### config.mk
export PLATFORM = sky130hd
export DESIGN_NAME = wb_regfile
export DESIGN_NICKNAME = d
export VERILOG_FILES = /design/src/rtl/wb_regfile_pkg.sv /design/src/rtl/regfile_rdport.sv /design/src/rtl/wb_regfile.sv
export SDC_FILE = /design/constraint.sdc
export NUM_CORES = 1
export LEC_CHECK = 0
export CAP_MARGIN = 20
export CORE_MARGIN = 1.5
export CORE_UTILIZATION = 63
export DETAILED_ROUTE_END_ITERATION = 12
export HOLD_SLACK_MARGIN = 0.02
export PLACE_DENSITY = 0.85
export SYNTH_ARGS = -nofsm -noshare
export SYNTH_HDL_FRONTEND = slang
export SYNTH_HIERARCHICAL = 1
export SYNTH_SLANG_ARGS = --single-unit
### constraint.sdc
create_clock -name clk -period 3.4 [get_ports clk]
set_clock_uncertainty 0.1 [all_clocks]
set_input_delay 0.51 -clock clk [delete_from_list [all_inputs] [get_ports clk]]
set_output_delay 0.51 -clock clk [all_outputs]
set_load 0.01 [all_outputs]
### src/rtl/wb_regfile_pkg.sv
`default_nettype none
// ============================================================================
// Module : wb_regfile_pkg
// Shared sizing constants and helpers for the write-back register file.
// Rev    : 1.0  initial release
// ============================================================================
package wb_regfile_pkg;

   localparam int WB_DSIZE = 16;
   localparam int WB_ASIZE = 4;
   localparam int WB_NREG  = 1 << WB_ASIZE;
   localparam int WB_CNT_W = 16;

   function automatic logic [WB_CNT_W-1:0] sat_inc(input logic [WB_CNT_W-1:0] v);
      return (v == '1) ? v : v + 1'b1;
   endfunction

endpackage
`default_nettype wire

### src/rtl/regfile_rdport.sv
`default_nettype none
// ============================================================================
// Module : regfile_rdport
// One combinational read port; optional write-to-read bypass under the macro
// WB_REGFILE_BYPASS_EN.
// Rev    : 1.0  initial release
// ============================================================================
module regfile_rdport
   import wb_regfile_pkg::*;
#(
   parameter int DSIZE = WB_DSIZE,
   parameter int ASIZE = WB_ASIZE
) (
   input  logic [ASIZE-1:0]                  raddr,
   input  logic [(2**ASIZE)-1:0][DSIZE-1:0]  regs,
   input  logic                              byp_en,
   input  logic [ASIZE-1:0]                  waddr,
   input  logic [DSIZE-1:0]                  wdata,
   output logic [DSIZE-1:0]                  rdata
);

`ifdef WB_REGFILE_BYPASS_EN
   // byp_en already excludes address 0 and reset
   always_comb begin
      rdata = regs[raddr];
      if (byp_en && (raddr == waddr)) begin
         rdata = wdata;
      end
   end
`else
   logic w_unused;
   assign w_unused = &{1'b0, byp_en, waddr, wdata};
   assign rdata    = regs[raddr];
`endif

endmodule
`default_nettype wire

### src/rtl/wb_regfile.sv
`default_nettype none
// ============================================================================
// Module : wb_regfile
// Write-back stage register file with saturating commit counter; bypass
// selected by WB_REGFILE_BYPASS_EN.
// Rev    : 1.0  initial release
// ============================================================================
module wb_regfile
   import wb_regfile_pkg::*;
#(
   parameter int DSIZE = WB_DSIZE,
   parameter int ASIZE = WB_ASIZE
) (
   input  logic                 clk,
   input  logic                 rst,
   input  logic                 wen_in,
   input  logic                 MemtoReg_in,
   input  logic [DSIZE-1:0]     aluout_in,
   input  logic [DSIZE-1:0]     dm_in,
   input  logic [ASIZE-1:0]     waddr_in,
   input  logic [ASIZE-1:0]     raddr1,
   input  logic [ASIZE-1:0]     raddr2,
   output logic [DSIZE-1:0]     rdata1,
   output logic [DSIZE-1:0]     rdata2,
   output logic [DSIZE-1:0]     wb_data,
   output logic [WB_CNT_W-1:0]  wcount
);

   logic [(2**ASIZE)-1:0][DSIZE-1:0] r_regs;
   logic [WB_CNT_W-1:0]              r_wcount;
   logic                             w_commit;
   logic                             w_byp_en;

   assign wb_data  = MemtoReg_in ? dm_in : aluout_in;
   assign w_commit = wen_in && (waddr_in != '0);
   assign w_byp_en = w_commit && rst;

   // Entry 0 is only ever reset, so it reads as zero permanently
   always_ff @(posedge clk or negedge rst) begin
      if (!rst) begin
         r_regs   <= '0;
         r_wcount <= '0;
      end else if (w_commit) begin
         r_regs[waddr_in] <= wb_data;
         r_wcount         <= sat_inc(r_wcount);
      end
   end

   assign wcount = r_wcount;

   regfile_rdport #(.DSIZE(DSIZE), .ASIZE(ASIZE)) u_rdport1 (
      .raddr  (raddr1),
      .regs   (r_regs),
      .byp_en (w_byp_en),
      .waddr  (waddr_in),
      .wdata  (wb_data),
      .rdata  (rdata1)
   );

   regfile_rdport #(.DSIZE(DSIZE), .ASIZE(ASIZE)) u_rdport2 (
      .raddr  (raddr2),
      .regs   (r_regs),
      .byp_en (w_byp_en),
      .waddr  (waddr_in),
      .wdata  (wb_data),
      .rdata  (rdata2)
   );

endmodule
`default_nettype wire

==> flow_summary.rst, run 1 <==
.. list-table::
   :header-rows: 1

   * - Metric
     - Value
   * - Critical R2R Launch
     - wcount[1]$_DFFE_PN0P_
   * - Antenna viol nets, final
     - 0
   * - Number of vias per cell after detailed routing
     - 6.98
   * - Hold path startpoint
     - r_regs[3]$_DFFE_PN0P_
   * - # resized after CTS
     - 0
   * - Clk sinks
     - 272
   * - Static power due to leakage
     - 6.89 nW
   * - Worst reg2reg endpoint
     - wcount[1]$_DFFE_PN0P_
   * - Number of antenna violations at the first check in global routing
     - 1
   * - Average cell area after synthesis
     - 11.4 sq um
   * - Total number of H-tree levels
     - 1
   * - Met3 WL post-DR
     - 5190 um
   * - Avg WL per Cell
     - 25.6 um
   * - Worst-case vdd ir drop
     - 0.581 mV
   * - Post-route worst setup slack
     - 291 ps
   * - Number of stages on the worst hold path
     - 0
   * - Cells along the critical path
     - buf_4, buf_12, mux4_2, a22oi_1, nand2_1, clkdlybuf4s50_1
   * - CP Data Arrival Time
     - 2500 ps
   * - Final Instance Count excl. Fillers
     - 1593
   * - Die outline width
     - 151 um
   * - Count of input and output buffers
     - 111
   * - Gate family responsible for the most delay along the worst path
     - buffers and inverters
   * - Most common cell after layout, fill and taps aside
     - sky130_fd_sc_hd__dfrtp_1
   * - Gr usage total
     - 0.371
   * - Commonest cells after routing, fill and taps aside
     - 272 x sky130_fd_sc_hd__dfrtp_1, 182 x sky130_fd_sc_hd__nor2_1, 177 x sky130_fd_sc_hd__a21oi_1
   * - Final period util
     - 0.914
   * - Core ar.
     - 21700 sq um
   * - Root buffer selected by CTS
     - sky130_fd_sc_hd__clkbuf_16
   * - HP Class
     - register to register
   * - Final-report max-slew violation count
     - 0
   * - Number of cells in the design after placement
     - 1542
   * - Synthesis Warnings
     - 6
   * - Relative slew slack
     - 0.475
   * - Multi-input logic area
     - 6420 sq um
   * - Reg area
     - 6810 sq um
   * - Largest net degree at the start of global routing
     - 98
   * - Result of the run
     - finished clean
   * - Met2 wire len
     - 19300 um
   * - Layout area overhead
     - 17.2%
   * - Clock slew at the register clock pins of the worst setup and hold paths
     - 60 ps
   * - Met1 WL
     - 13700 um
   * - Routed wire length
     - 40800 um
   * - Worst-path fanout max
     - 17
   * - Net Count, Synth
     - 1270
   * - Hold Crit Endpoint
     - r_regs[3]$_DFFE_PN0P_
   * - Peak clock frequency supported by timing
     - 0.322 GHz
   * - Post-layout net count
     - 1341
   * - Weighted congestion at the end of routability-driven global placement
     - 0.802
   * - Via count
     - 11100
   * - Worst reg-to-reg path cell count
     - 5
   * - Cell area after placement
     - 15300 sq um
   * - Count of TritonRoute iterations in the first routing pass
     - 5
   * - Vias in the first global route
     - 11300
   * - Total I/O pin count
     - 112
   * - Initial core utilization
     - 0.639
   * - Filler Cell Count
     - 1282
   * - Pwr dens
     - 627 nW/um^2
   * - Max_cap viols
     - 0
   * - Number of setup violations in the final report
     - 0
   * - CTS tree
     - built
   * - Buffers & Inverters on Critical Path
     - 3
   * - Top layer in use
     - met5
   * - # rows
     - 54
   * - Category of the worst setup path capture point
     - output pin
   * - Slowest cell delay on critical path
     - 520 ps
   * - Die height
     - 151 um
   * - Clk_lat worst skew
     - 550 ps
   * - First DRT Iteration DRCs
     - 1318
   * - Required time at the worst-slack endpoint
     - 2790 ps
   * - Setup slack of the worst register-to-register path
     - 1310 ps
   * - Worst setup path category
     - primary input to output pin
   * - Post-route cell area
     - 16200 sq um
   * - Unrepaired setup endpoints after global routing
     - no
   * - Total Die Area
     - 22900 sq um
   * - Number of failing hold endpoints at the final stage
     - 0
   * - Worst hold slack
     - 299 ps
   * - CTS hold repair buffers
     - 1
   * - First-pass GRT wire length
     - 62600 um
   * - Slowest stage cell, crit path
     - sky130_fd_sc_hd__mux4_2
   * - Netlist Area Pre-Place
     - 13900 sq um
   * - Max clock buf depth
     - 3
   * - Total congestion overflow
     - 0
   * - Core Util, Final
     - 0.749
   * - Worst slack at placement
     - 344 ps
   * - Overall Power
     - 10.2 mW
   * - Summed negative setup slack over all endpoints
     - 0 ps
   * - Cells after synthesis
     - 1221
   * - Inserted Clock Buffers
     - 27
   * - DP Wirelength
     - 23400 um
   * - Startpoint class of the critical path
     - primary input
   * - Slew at the pin closest to its max-slew limit
     - 787 ps
   * - Final min period
     - 3110 ps
   * - Remaining DRCs
     - 0
   * - Number of diodes added for antenna fixing
     - 0
   * - Layout cell share with drive strength beyond 1
     - 0.177
   * - Post CTS Setup Buffer Count
     - 0
[routing by layer]
layer  vias to the layer above  global-route usage
li1                       4582                   -
met3                       225               0.108
met2                       842               0.570
met4                         2               0.230
met1                      5463               0.469
met5                         -                   0
[worst max path at each step]
stage                             end  slack [ps]  depth (start not counted)   startpoint
after floorplan           wb_data[14]        1100                          5  MemtoReg_in
after global placement      rdata2[9]         360                          6    raddr2[0]
after detailed placement    rdata2[1]         340                          6    raddr2[0]
after CTS                   rdata1[9]         320                          6    raddr1[0]
after global routing        rdata2[9]         230                          6    raddr2[0]
final                       rdata1[7]         290                          6    raddr1[0]
[area by class of cell]
type / count / area share
clock buffer: 36 / 0.0468
sequential: 272 / 0.419
timing repair buffer: 168 / 0.105
clock inverter: 14 / 0.00832
multi-input combinational: 805 / 0.395
tap: 280 / 0.0216
inverter: 18 / 0.00416
[where the power goes]
group / switching [mW] / total, mW / internal (mW) / leakage (nW)
Sequential: 0.620 / 4.58 / 3.96 / 3.25
Combinational: 1.20 / 2.58 / 1.38 / 3.20
Clock: 1.30 / 3.02 / 1.73 / 0.438
[worst reg2reg max path, cell delays in order (launching register included)]
cell and delay, ps:
sky130_fd_sc_hd__dfrtp_1 450, sky130_fd_sc_hd__ha_1 230, sky130_fd_sc_hd__nand3_1 130, sky130_fd_sc_hd__nor4_4 620, sky130_fd_sc_hd__nor2b_2 130, sky130_fd_sc_hd__mux2_4 320
[registers in the layout, summed over array words and instances (netlist names)]
| register | flops |
|---|---|
| r_regs | 256 |
| wcount | 16 |
Note: power is estimated with default switching activity, not from simulation.
==> inputs of run 2 (changes only) <==
--- a/config.mk
+++ b/config.mk
@@ -11,6 +11,7 @@
 export DETAILED_ROUTE_END_ITERATION = 12
 export HOLD_SLACK_MARGIN = 0.02
 export PLACE_DENSITY = 0.85
+export SKIP_CTS_REPAIR_TIMING = 1
 export SYNTH_ARGS = -nofsm -noshare
 export SYNTH_HDL_FRONTEND = slang
 export SYNTH_HIERARCHICAL = 1
==> run 2 against run 1 <==
  * Non-clock buffer count is the same
  * Combinational power is essentially flat
  * Sequential power is essentially flat
  * Final cell count is the same
  * Core utilization is the same
  * Global-route usage is the same
  * Fmax is the same
==> flow_summary.rst, run 2 (synthesis results as in run 1) <==
.. list-table::
   :header-rows: 1

   * - Metric
     - Value
   * - Largest register FFs
     - 256 (unchanged)
   * - Largest net degree at the start of global routing
     - 98 (unchanged)
   * - Result of the run
     - finished clean (unchanged)
   * - Total I/O pin count
     - 112 (unchanged)
   * - Initial core utilization
     - 0.639 (unchanged)
   * - Unrepaired setup endpoints after global routing
     - no (unchanged)
   * - Static power due to leakage
     - 6.89 nW (unchanged)
   * - Pwr dens
     - 627 nW/um^2 (unchanged)
   * - DP Wirelength
     - 23400 um (unchanged)
   * - Reg with most FFs
     - r_regs (unchanged)
   * - Worst setup path category
     - primary input to output pin (unchanged)
   * - Layout area overhead
     - 17.2% (unchanged)
   * - Total congestion overflow
     - 0 (unchanged)
   * - Slew at the pin closest to its max-slew limit
     - 787 ps (about the same)
   * - # rows
     - 54 (unchanged)
   * - Vias in the first global route
     - 11300 (unchanged)
   * - Filler Cell Count
     - 1282 (unchanged)
   * - Avg WL per Cell
     - 25.6 um (unchanged)
   * - Peak clock frequency supported by timing
     - 0.322 GHz (unchanged)
   * - Max clock buf depth
     - 3 (unchanged)
   * - Number of failing hold endpoints at the final stage
     - 0 (unchanged)
   * - Category of the worst setup path capture point
     - output pin (unchanged)
   * - Number of antenna violations at the first check in global routing
     - 1 (unchanged)
   * - HP Class
     - register to register (unchanged)
   * - Antenna viol nets, final
     - 0 (unchanged)
   * - Post-layout net count
     - 1341 (unchanged)
   * - Worst-case vdd ir drop
     - 0.581 mV (unchanged)
   * - Remaining DRCs
     - 0 (unchanged)
   * - Gr usage total
     - 0.371 (unchanged)
   * - Clock slew at the register clock pins of the worst setup and hold paths
     - 60 ps (about the same)
   * - Worst hold slack
     - 299 ps (unchanged)
   * - Layout cell share with drive strength beyond 1
     - 0.177 (unchanged)
   * - Total Die Area
     - 22900 sq um (unchanged)
   * - Summed negative setup slack over all endpoints
     - 0 ps (unchanged)
   * - Relative slew slack
     - 0.475 (about the same)
   * - Number of diodes added for antenna fixing
     - 0 (unchanged)
   * - Via count
     - 11100 (unchanged)
   * - Final period util
     - 0.914 (unchanged)
   * - Number of vias per cell after detailed routing
     - 6.98 (unchanged)
   * - Clk sinks
     - 272 (unchanged)
   * - CP Data Arrival Time
     - 2500 ps (about the same)
   * - Final-report max-slew violation count
     - 0 (unchanged)
   * - Max_cap viols
     - 0 (unchanged)
   * - Commonest cells after routing, fill and taps aside
     - 272 x sky130_fd_sc_hd__dfrtp_1, 182 x sky130_fd_sc_hd__nor2_1, 177 x sky130_fd_sc_hd__a21oi_1 (unchanged)
   * - Setup slack of the worst register-to-register path
     - 1310 ps (about the same)
   * - Weighted congestion at the end of routability-driven global placement
     - 0.802 (unchanged)
   * - Worst-path fanout max
     - 17 (unchanged)
   * - Startpoint class of the critical path
     - primary input (unchanged)
   * - Root buffer selected by CTS
     - sky130_fd_sc_hd__clkbuf_16 (unchanged)
   * - Final min period
     - 3110 ps (unchanged)
   * - Number of setup violations in the final report
     - 0 (unchanged)
   * - Required time at the worst-slack endpoint
     - 2790 ps (about the same)
   * - Inserted Clock Buffers
     - 27 (unchanged)
   * - Count of TritonRoute iterations in the first routing pass
     - 5 (unchanged)
   * - First-pass GRT wire length
     - 62600 um (unchanged)
   * - Count of input and output buffers
     - 111 (unchanged)
   * - CTS tree
     - built (unchanged)
   * - Die outline width
     - 151 um (unchanged)
   * - Total number of H-tree levels
     - 1 (unchanged)
   * - Routed wire length
     - 40800 um (unchanged)
   * - Core ar.
     - 21700 sq um (unchanged)
   * - Clk_lat worst skew
     - 550 ps (about the same)
   * - Die height
     - 151 um (unchanged)
   * - First DRT Iteration DRCs
     - 1318 (unchanged)
   * - Most common cell after layout, fill and taps aside
     - sky130_fd_sc_hd__dfrtp_1 (unchanged)
run 2: cell type report:
cell class / instances / area [sq um] / area share
multi-input cells: 805 / 6420 / 0.395
repair buffers: 168 / 1710 / 0.105
flip-flops and latches: 272 / 6810 / 0.419
clock buffers: 36 / 759 / 0.0468
inverters: 18 / 67.6 / 0.00416
well taps: 280 / 350 / 0.0216
clock inverters: 14 / 135 / 0.00832
run 2: metal layers:
layer / global-route usage / part of all wire
met2: 0.570 / 0.47
met1: 0.469 / 0.34
met4: 0.230 / 0.064
met3: 0.108 / 0.13
met5: 0 / 0.00032
run 2: final timing paths:
check	start	endpoint	cells after the start
worst max register to register	wcount[1]$_DFFE_PN0P_	wcount[1]$_DFFE_PN0P_	5
worst min register to register	r_regs[3]$_DFFE_PN0P_	r_regs[3]$_DFFE_PN0P_	0
worst max-delay path	raddr1[0]	rdata1[7]	6
max in group asynchronous	rst	r_regs[214]$_DFFE_PN0P_	3
worst min-delay path	r_regs[3]$_DFFE_PN0P_	r_regs[3]$_DFFE_PN0P_	0
min in group asynchronous	rst	r_regs[8]$_DFFE_PN0P_	2
run 2: per-stage QoR:
step	power (mW)	instances	instance area, sq um	util	setup slack (ps)
finish	10.2	1593	16200	0.749	291
global route	10.6	1593	16200	0.749	226
CTS	10.1	1592	16200	0.749	324
detailed placement	7.07	1542	15300	0.707	344
global placement	6.87	1542	15300	0.707	361
floorplan	6.06	1221	13900	-	1100
run 2: power by group:
group	total, mW	switching [mW]	internal [mW]
clock network	3.02	1.30	1.73
registers	4.58	0.620	3.96
logic	2.58	1.20	1.38
total	10.2	3.12	7.07
run 2: critical path, stage by stage:
cell                              delay, ps
sky130_fd_sc_hd__buf_4                  280
sky130_fd_sc_hd__buf_12                 240
sky130_fd_sc_hd__mux4_2                 520
sky130_fd_sc_hd__a22oi_1                250
sky130_fd_sc_hd__nand2_1                170
sky130_fd_sc_hd__clkdlybuf4s50_1        520
